===== config.mk =====
export PLATFORM = sky130hd
export DESIGN_NAME = mem_arbiter_flat
export DESIGN_NICKNAME = d
export VERILOG_FILES = /design/src/rtl/mem_arbiter_if.sv /design/src/rtl/mem_arbiter.sv /design/src/flat_wrapper.sv
export SDC_FILE = /design/constraint.sdc
export NUM_CORES = 1
export LEC_CHECK = 0
export ABC_AREA = 1
export CORE_AREA = 3 3 120 145
export DETAILED_ROUTE_END_ITERATION = 6
export DIE_AREA = 0 0 123 148
export PLACE_DENSITY = 0.79
export SLEW_MARGIN = 20
export SYNTH_ARGS = -nofsm -noshare
export SYNTH_HDL_FRONTEND = slang
export SYNTH_SLANG_ARGS = --single-unit

===== constraint.sdc =====
create_clock -name clk -period 2.3 [get_ports clk]
set_clock_uncertainty 0.15 [all_clocks]
set_input_delay 0.575 -clock clk [delete_from_list [all_inputs] [get_ports clk]]
set_output_delay 0.575 -clock clk [all_outputs]
set_load 0.02 [all_outputs]

===== src/rtl/mem_arbiter_if.sv =====
// mem_arbiter_if: requester, fetch and sequencer signals around the shared RAM arbiter.
interface mem_arbiter_if #(parameter int ADDR_W = 32, parameter int DATA_W = 32);
    logic              d_req;
    logic              d_we;
    logic [ADDR_W-1:0] d_addr;
    logic [DATA_W-1:0] d_wdata;
    logic [1:0]        d_type;
    logic              d_done;
    logic [DATA_W-1:0] d_rdata;
    logic              i_req;
    logic [ADDR_W-1:0] i_addr;
    logic              i_flush;
    logic              i_done;
    logic [31:0]       i_rdata;
    logic [ADDR_W-1:0] i_pc;
    logic              m_req;
    logic              m_we;
    logic [ADDR_W-1:0] m_addr;
    logic [DATA_W-1:0] m_wdata;
    logic [1:0]        m_type;
    logic              m_done;
    logic [DATA_W-1:0] m_rdata;

    modport master (
        output d_req, d_we, d_addr, d_wdata, d_type, i_req, i_addr, i_flush, m_done, m_rdata,
        input  d_done, d_rdata, i_done, i_rdata, i_pc, m_req, m_we, m_addr, m_wdata, m_type
    );

    modport slave (
        input  d_req, d_we, d_addr, d_wdata, d_type, i_req, i_addr, i_flush, m_done, m_rdata,
        output d_done, d_rdata, i_done, i_rdata, i_pc, m_req, m_we, m_addr, m_wdata, m_type
    );
endinterface


===== src/rtl/mem_arbiter.sv =====
// mem_arbiter: shares one RAM sequencer between data and fetch, data first with fetch anti-starvation.
module mem_arbiter #(
    parameter int ADDR_W     = 32,
    parameter int DATA_W     = 32,
    parameter int STARVE_MAX = 4
) (
    input logic        clk,
    input logic        rst,
    mem_arbiter_if.slave bus
);
    localparam int SW = $clog2(STARVE_MAX + 1);

    typedef enum logic [1:0] {IDLE, BUSY_D, BUSY_I, DRAIN} state_t;

    state_t        state, state_n;
    logic [SW-1:0] starve_cnt;
    logic          grant_d, grant_i, pick_i, arb_ok;

    // Arbitration waits out the done cycle so a still-held request is not re-issued.
    always_comb begin
        arb_ok  = state == IDLE && !bus.d_done && !bus.i_done;
        pick_i  = bus.i_req && !bus.i_flush && (!bus.d_req || starve_cnt == SW'(STARVE_MAX));
        grant_d = arb_ok && bus.d_req && !pick_i;
        grant_i = arb_ok && pick_i;
        state_n = state;
        case (state)
            IDLE:    state_n = grant_d ? BUSY_D : grant_i ? BUSY_I : IDLE;
            BUSY_D:  state_n = bus.m_done ? IDLE : BUSY_D;
            BUSY_I:  state_n = bus.m_done ? IDLE : bus.i_flush ? DRAIN : BUSY_I;
            default: state_n = bus.m_done ? IDLE : DRAIN;
        endcase
    end

    always_ff @(posedge clk) begin
        if (rst) begin
            state       <= IDLE;
            starve_cnt  <= '0;
            bus.m_req   <= 1'b0;
            bus.m_we    <= 1'b0;
            bus.m_addr  <= ADDR_W'(0);
            bus.m_wdata <= DATA_W'(0);
            bus.m_type  <= 2'b00;
            bus.d_done  <= 1'b0;
            bus.d_rdata <= DATA_W'(0);
            bus.i_done  <= 1'b0;
            bus.i_rdata <= 32'd0;
            bus.i_pc    <= ADDR_W'(0);
        end else begin
            state     <= state_n;
            bus.m_req <= grant_d || grant_i;
            if (grant_d || grant_i) begin
                bus.m_we    <= grant_d && bus.d_we;
                bus.m_addr  <= grant_d ? bus.d_addr : bus.i_addr;
                bus.m_wdata <= grant_d ? bus.d_wdata : DATA_W'(0);
                bus.m_type  <= grant_d ? bus.d_type : 2'b11;
            end
            if (grant_i || (grant_d && !bus.i_req))
                starve_cnt <= '0;
            else if (grant_d && starve_cnt != SW'(STARVE_MAX))
                starve_cnt <= starve_cnt + SW'(1);
            bus.d_done <= state == BUSY_D && bus.m_done;
            if (state == BUSY_D && bus.m_done && !bus.m_we)
                bus.d_rdata <= bus.m_rdata;
            // A flush coinciding with completion still discards the fetched word.
            bus.i_done <= state == BUSY_I && bus.m_done && !bus.i_flush;
            if (state == BUSY_I && bus.m_done && !bus.i_flush) begin
                bus.i_rdata <= bus.m_rdata[31:0];
                bus.i_pc    <= bus.m_addr;
            end
        end
    end
endmodule

===== src/flat_wrapper.sv =====
// flat-port wrapper written by rule: the top's interface ports become plain ports
module mem_arbiter_flat 
#(
    parameter int ADDR_W     = 32,
    parameter int DATA_W     = 32,
    parameter int STARVE_MAX = 4
)
  (clk, rst, bus_d_req, bus_d_we, bus_d_addr, bus_d_wdata, bus_d_type, bus_i_req, bus_i_addr, bus_i_flush, bus_m_done, bus_m_rdata, bus_d_done, bus_d_rdata, bus_i_done, bus_i_rdata, bus_i_pc, bus_m_req, bus_m_we, bus_m_addr, bus_m_wdata, bus_m_type);
  mem_arbiter_if #(.ADDR_W(ADDR_W), .DATA_W(DATA_W)) bus_i ();
  input logic clk;
  input logic rst;
  input wire logic [$bits(bus_i.d_req)-1:0] bus_d_req;
  input wire logic [$bits(bus_i.d_we)-1:0] bus_d_we;
  input wire logic [$bits(bus_i.d_addr)-1:0] bus_d_addr;
  input wire logic [$bits(bus_i.d_wdata)-1:0] bus_d_wdata;
  input wire logic [$bits(bus_i.d_type)-1:0] bus_d_type;
  input wire logic [$bits(bus_i.i_req)-1:0] bus_i_req;
  input wire logic [$bits(bus_i.i_addr)-1:0] bus_i_addr;
  input wire logic [$bits(bus_i.i_flush)-1:0] bus_i_flush;
  input wire logic [$bits(bus_i.m_done)-1:0] bus_m_done;
  input wire logic [$bits(bus_i.m_rdata)-1:0] bus_m_rdata;
  output wire logic [$bits(bus_i.d_done)-1:0] bus_d_done;
  output wire logic [$bits(bus_i.d_rdata)-1:0] bus_d_rdata;
  output wire logic [$bits(bus_i.i_done)-1:0] bus_i_done;
  output wire logic [$bits(bus_i.i_rdata)-1:0] bus_i_rdata;
  output wire logic [$bits(bus_i.i_pc)-1:0] bus_i_pc;
  output wire logic [$bits(bus_i.m_req)-1:0] bus_m_req;
  output wire logic [$bits(bus_i.m_we)-1:0] bus_m_we;
  output wire logic [$bits(bus_i.m_addr)-1:0] bus_m_addr;
  output wire logic [$bits(bus_i.m_wdata)-1:0] bus_m_wdata;
  output wire logic [$bits(bus_i.m_type)-1:0] bus_m_type;
  assign bus_i.d_req = bus_d_req;
  assign bus_i.d_we = bus_d_we;
  assign bus_i.d_addr = bus_d_addr;
  assign bus_i.d_wdata = bus_d_wdata;
  assign bus_i.d_type = bus_d_type;
  assign bus_i.i_req = bus_i_req;
  assign bus_i.i_addr = bus_i_addr;
  assign bus_i.i_flush = bus_i_flush;
  assign bus_i.m_done = bus_m_done;
  assign bus_i.m_rdata = bus_m_rdata;
  assign bus_d_done = bus_i.d_done;
  assign bus_d_rdata = bus_i.d_rdata;
  assign bus_i_done = bus_i.i_done;
  assign bus_i_rdata = bus_i.i_rdata;
  assign bus_i_pc = bus_i.i_pc;
  assign bus_m_req = bus_i.m_req;
  assign bus_m_we = bus_i.m_we;
  assign bus_m_addr = bus_i.m_addr;
  assign bus_m_wdata = bus_i.m_wdata;
  assign bus_m_type = bus_i.m_type;
  mem_arbiter #(.ADDR_W(ADDR_W), .DATA_W(DATA_W), .STARVE_MAX(STARVE_MAX)) u_core (.clk(clk), .rst(rst), .bus(bus_i));
endmodule

==> flow_summary_export.csv, run 1 <==
group,metric,value,unit
outcome,status,"finished, final reports clean",
place,place_congestion,0.8636,
synthesis,yosysSeqAreaShare,0.5226,
clock_tree,worstSkewPairLatency,420,ps
sta,hold_ws,330.5,ps
drt,antenna_left,0,
worst_setup_path,path_buf_inv,1,
flow_run,drv_cap,0,
worst_setup_path,crit_path_end_kind,"primary output",
clock_tree,clk_pin_slew,60,ps
clock_tree,cts.sinks,171,
drt,wl_met3,1998,um
worst_setup_path,cp_top_family,"buffers and inverters",
synthesis,synthDistinctLibCells,22,
power,p_leak,0.004367,uW
grt,grt_usage,0.2311,
synthesis,synth-adder-area-share,0.003820,
synthesis,synthCells,875,
finish,area_growth,59.26,%
finish,drive_above_1_share,0.06063,
finish,diodes,0,
drt,routed_wl,21630,um
grt,grt_max_degree,47,
floorplan,die_w,123,um
grt,grt_pass1_wl,33430,um
drt,post-route-drc-count,0,
floorplan,io_pins,303,
worst_setup_path,startpoint,"u_core.bus.m_addr[27]",
floorplan,die_area,18200,um^2
worst_setup_path,r2r_setup_slack,500,ps
finish,fillers,1413,
grt,grt_overflow,0,
floorplan,die_h,148,um
floorplan,core_region_area,16140,um^2
synthesis,synth_area,6550,um^2
sta,tightest_slew,386.0,ps
clock_tree,cts_resized,0,
worst_setup_path,slowest_delay,660,ps
grt,grt_pass1_vias,6681,
synthesis,synthXorXnorAreaFrac,0.002674,
sta,fmax,454.5,MHz
finish,fin_area,10430,um^2
worst_hold_path,hold_class,"reg2reg",
worst_setup_path,rr_startpoint,"u_core.starve_cnt[0]",
grt,antenna_found_initial,0,
power,vdd_drop_max,0.0004182,V
sta,finalCritPeriodShare,0.9566,
worst_setup_path,r2r-end,"u_core.bus.m_addr[8]",
worst_setup_path,crit_chain,"clkdlybuf4s50_1",
clock_tree,ctsHoldBuffers,0,
place,postPlaceCellArea,9841,um^2
worst_setup_path,worstSetupPathDepth,1,
sta,rsz0062_at_grt,"false",
worst_setup_path,start_kind,"flip-flop",
clock_tree,post-cts-setup-buffers,0,
drt,drt-wirelength-per-cell,15.64,um
synthesis,synth_mux_area_frac,0,
sta,min_period,2200,ps
floorplan,rows,51,
worst_setup_path,r2r_cells,10,
clock_tree,h-tree-depth,4,
worst_setup_path,critical_path.slowest_cell,"clkdlybuf4s50_1",
sta,slew_headroom,0.7427,
power,fin_total_pwr,7426,uW
finish,nets,1297,
drt,vias,6872,
finish,mostFrequentLayoutCells,"clkdlybuf4s50_1 (302), nor2_1 (202), dfxtp_1 (171)",
clock_tree,cts_root_buffer,"clkbuf_16",
worst_setup_path,timing.critical_path.to,"bus_m_addr[27]",
synthesis,synth-seq-cells,171,
drt,dr_wl_met2,10530,um
clock_tree,tritoncts,"built",
floorplan,initial_core_util,0.4057,
synthesis,synth-simple-area-share,0.3108,
drt,avgViaCountPerCell,4.969,
worst_setup_path,critPathKind,"reg2out",
clock_tree,cts_buffers,17,
power,powerDensity,711.9,nW/um^2
finish,final_common_cell,"clkdlybuf4s50_1",
drt,drt_iter0_markers,472,
place,io_buffer_count,302,
synthesis,yosysWarnings,0,
drt,top_layer_used,"met4",
clock_tree,clockBufferDepth,2,
sta,final_hold_viol_count,0,
sta,setup_viol,0,
drt,m1WireLength,8323,um
worst_setup_path,arrival,1480,ps
synthesis,synth-compound-area-share,0.1032,
synthesis,synth_top_family_by_area,"simple AND/OR/NAND/NOR gates",
synthesis,synth_fp_nets,1014,
synthesis,avgSynthCellArea,7.486,um^2
sta,drv_slew,0,
worst_setup_path,cp.required,1570,ps
place,dpl.hpwl,15400,um
drt,first_pass_iters,5,
sta,setup_tns,0,ps
worst_setup_path,worstPathMaxFanout,3,
## cell type report
| class | count | area (um^2) | share of cell area |
|---|---|---|---|
| sequential | 171 | 3423 | 0.3282 |
| timing repair buffer | 331 | 3341 | 0.3203 |
| tap | 212 | 265.3 | 0.02543 |
| clock inverter | 13 | 157.7 | 0.01511 |
| clock buffer | 19 | 432.9 | 0.04150 |
| multi-input combinational | 624 | 2761 | 0.2647 |
| inverter | 13 | 50.05 | 0.004798 |
## cells in the mapped netlist
cell | instances | share of area
nor2_1 | 202 | 0.12
dfxtp_1 | 171 | 0.52
nand2_1 | 139 | 0.080
nand3_1 | 132 | 0.10
o21ai_0 | 97 | 0.074
a21oi_1 | 37 | 0.028
buf_2 | 31 | 0.024
clkbuf_1 | 25 | 0.014
inv_1 | 12 | 0.0069
buf_1 | 5 | 0.0029
buf_4 | 3 | 0.0034
buf_6 | 3 | 0.0052
nor3_1 | 3 | 0.0023
ha_1 | 2 | 0.0038
nand2_2 | 2 | 0.0019
nand4_1 | 2 | 0.0019
nor2_2 | 2 | 0.0019
nor2_4 | 2 | 0.0034
xor2_1 | 2 | 0.0027
inv_2 | 1 | 0.00057
nor2_8 | 1 | 0.0031
o21ai_1 | 1 | 0.00076
## through the flow
step,utilization,setup WS (ps),cells
2_1_floorplan,-,624.1,875
3_3_place_gp,0.6095,69.70,1351
3_5_place_dp,0.6095,4.116,1351
4_1_cts,0.6461,58.92,1383
5_1_grt,0.6461,3.413,1383
6_report,0.6461,99.72,1383
## cell families (layout without fill, tap and decap cells)
kind of cell / after synthesis / after routing
AOI/OAI and AO/OA: 135 / 135
adders and majority gates: 2 / 2
and+or+nand+nor: 485 / 485
buffers and inverters: 80 / 376
xor gates and xnor gates: 2 / 2
DFF: 171 / 171
## flip-flops by register name (all words and copies together) (netlist names)
| name | flops |
|---|---|
| u_core.bus.d_done | 1 |
| u_core.bus.d_rdata | 32 |
| u_core.bus.i_done | 1 |
| u_core.bus.i_pc | 32 |
| u_core.bus.i_rdata | 32 |
| u_core.bus.m_addr | 32 |
| u_core.bus.m_req | 1 |
| u_core.bus.m_type | 2 |
| u_core.bus.m_wdata | 32 |
| u_core.bus.m_we | 1 |
| u_core.starve_cnt | 3 |
| u_core.state | 2 |
## power breakdown
part | switching [uW] | internal, uW | total, uW
Combinational | 678 | 643 | 1320
Clock | 1260 | 1630 | 2890
Sequential | 100 | 3120 | 3220
## routing by layer
layer	track usage	up-vias
li1	-	3417
met1	0.2529	3119
met2	0.3896	282
met3	0.08879	54
met4	0.1108	0
met5	0	-
## worst min-delay path by stage
stage,start,end,slack (ps),cells past startpoint
after floorplan,u_core.state[0],u_core.bus.d_done,310,2
after global placement,u_core.bus.d_rdata[16],u_core.bus.d_rdata[16],310,2
after detailed placement,u_core.bus.d_rdata[28],u_core.bus.d_rdata[28],320,2
after CTS,u_core.bus.m_wdata[22],u_core.bus.m_wdata[22],330,2
after global routing,u_core.bus.m_wdata[23],u_core.bus.m_wdata[23],340,2
final,u_core.bus.m_wdata[28],u_core.bus.m_wdata[28],330,2
Power figures use the tool's default switching activity.
==> run 2: changes to the inputs <==
--- a/config.mk
+++ b/config.mk
@@ -6,6 +6,7 @@
 export NUM_CORES = 1
 export LEC_CHECK = 0
 export ABC_AREA = 1
+export ABC_CLOCK_PERIOD_IN_PS = 2300
 export CORE_AREA = 3 3 120 145
 export DETAILED_ROUTE_END_ITERATION = 6
 export DIE_AREA = 0 0 123 148
==> results of run 2 <==
Same layout as run 1: the final DEF is identical, and so are final timing and power.
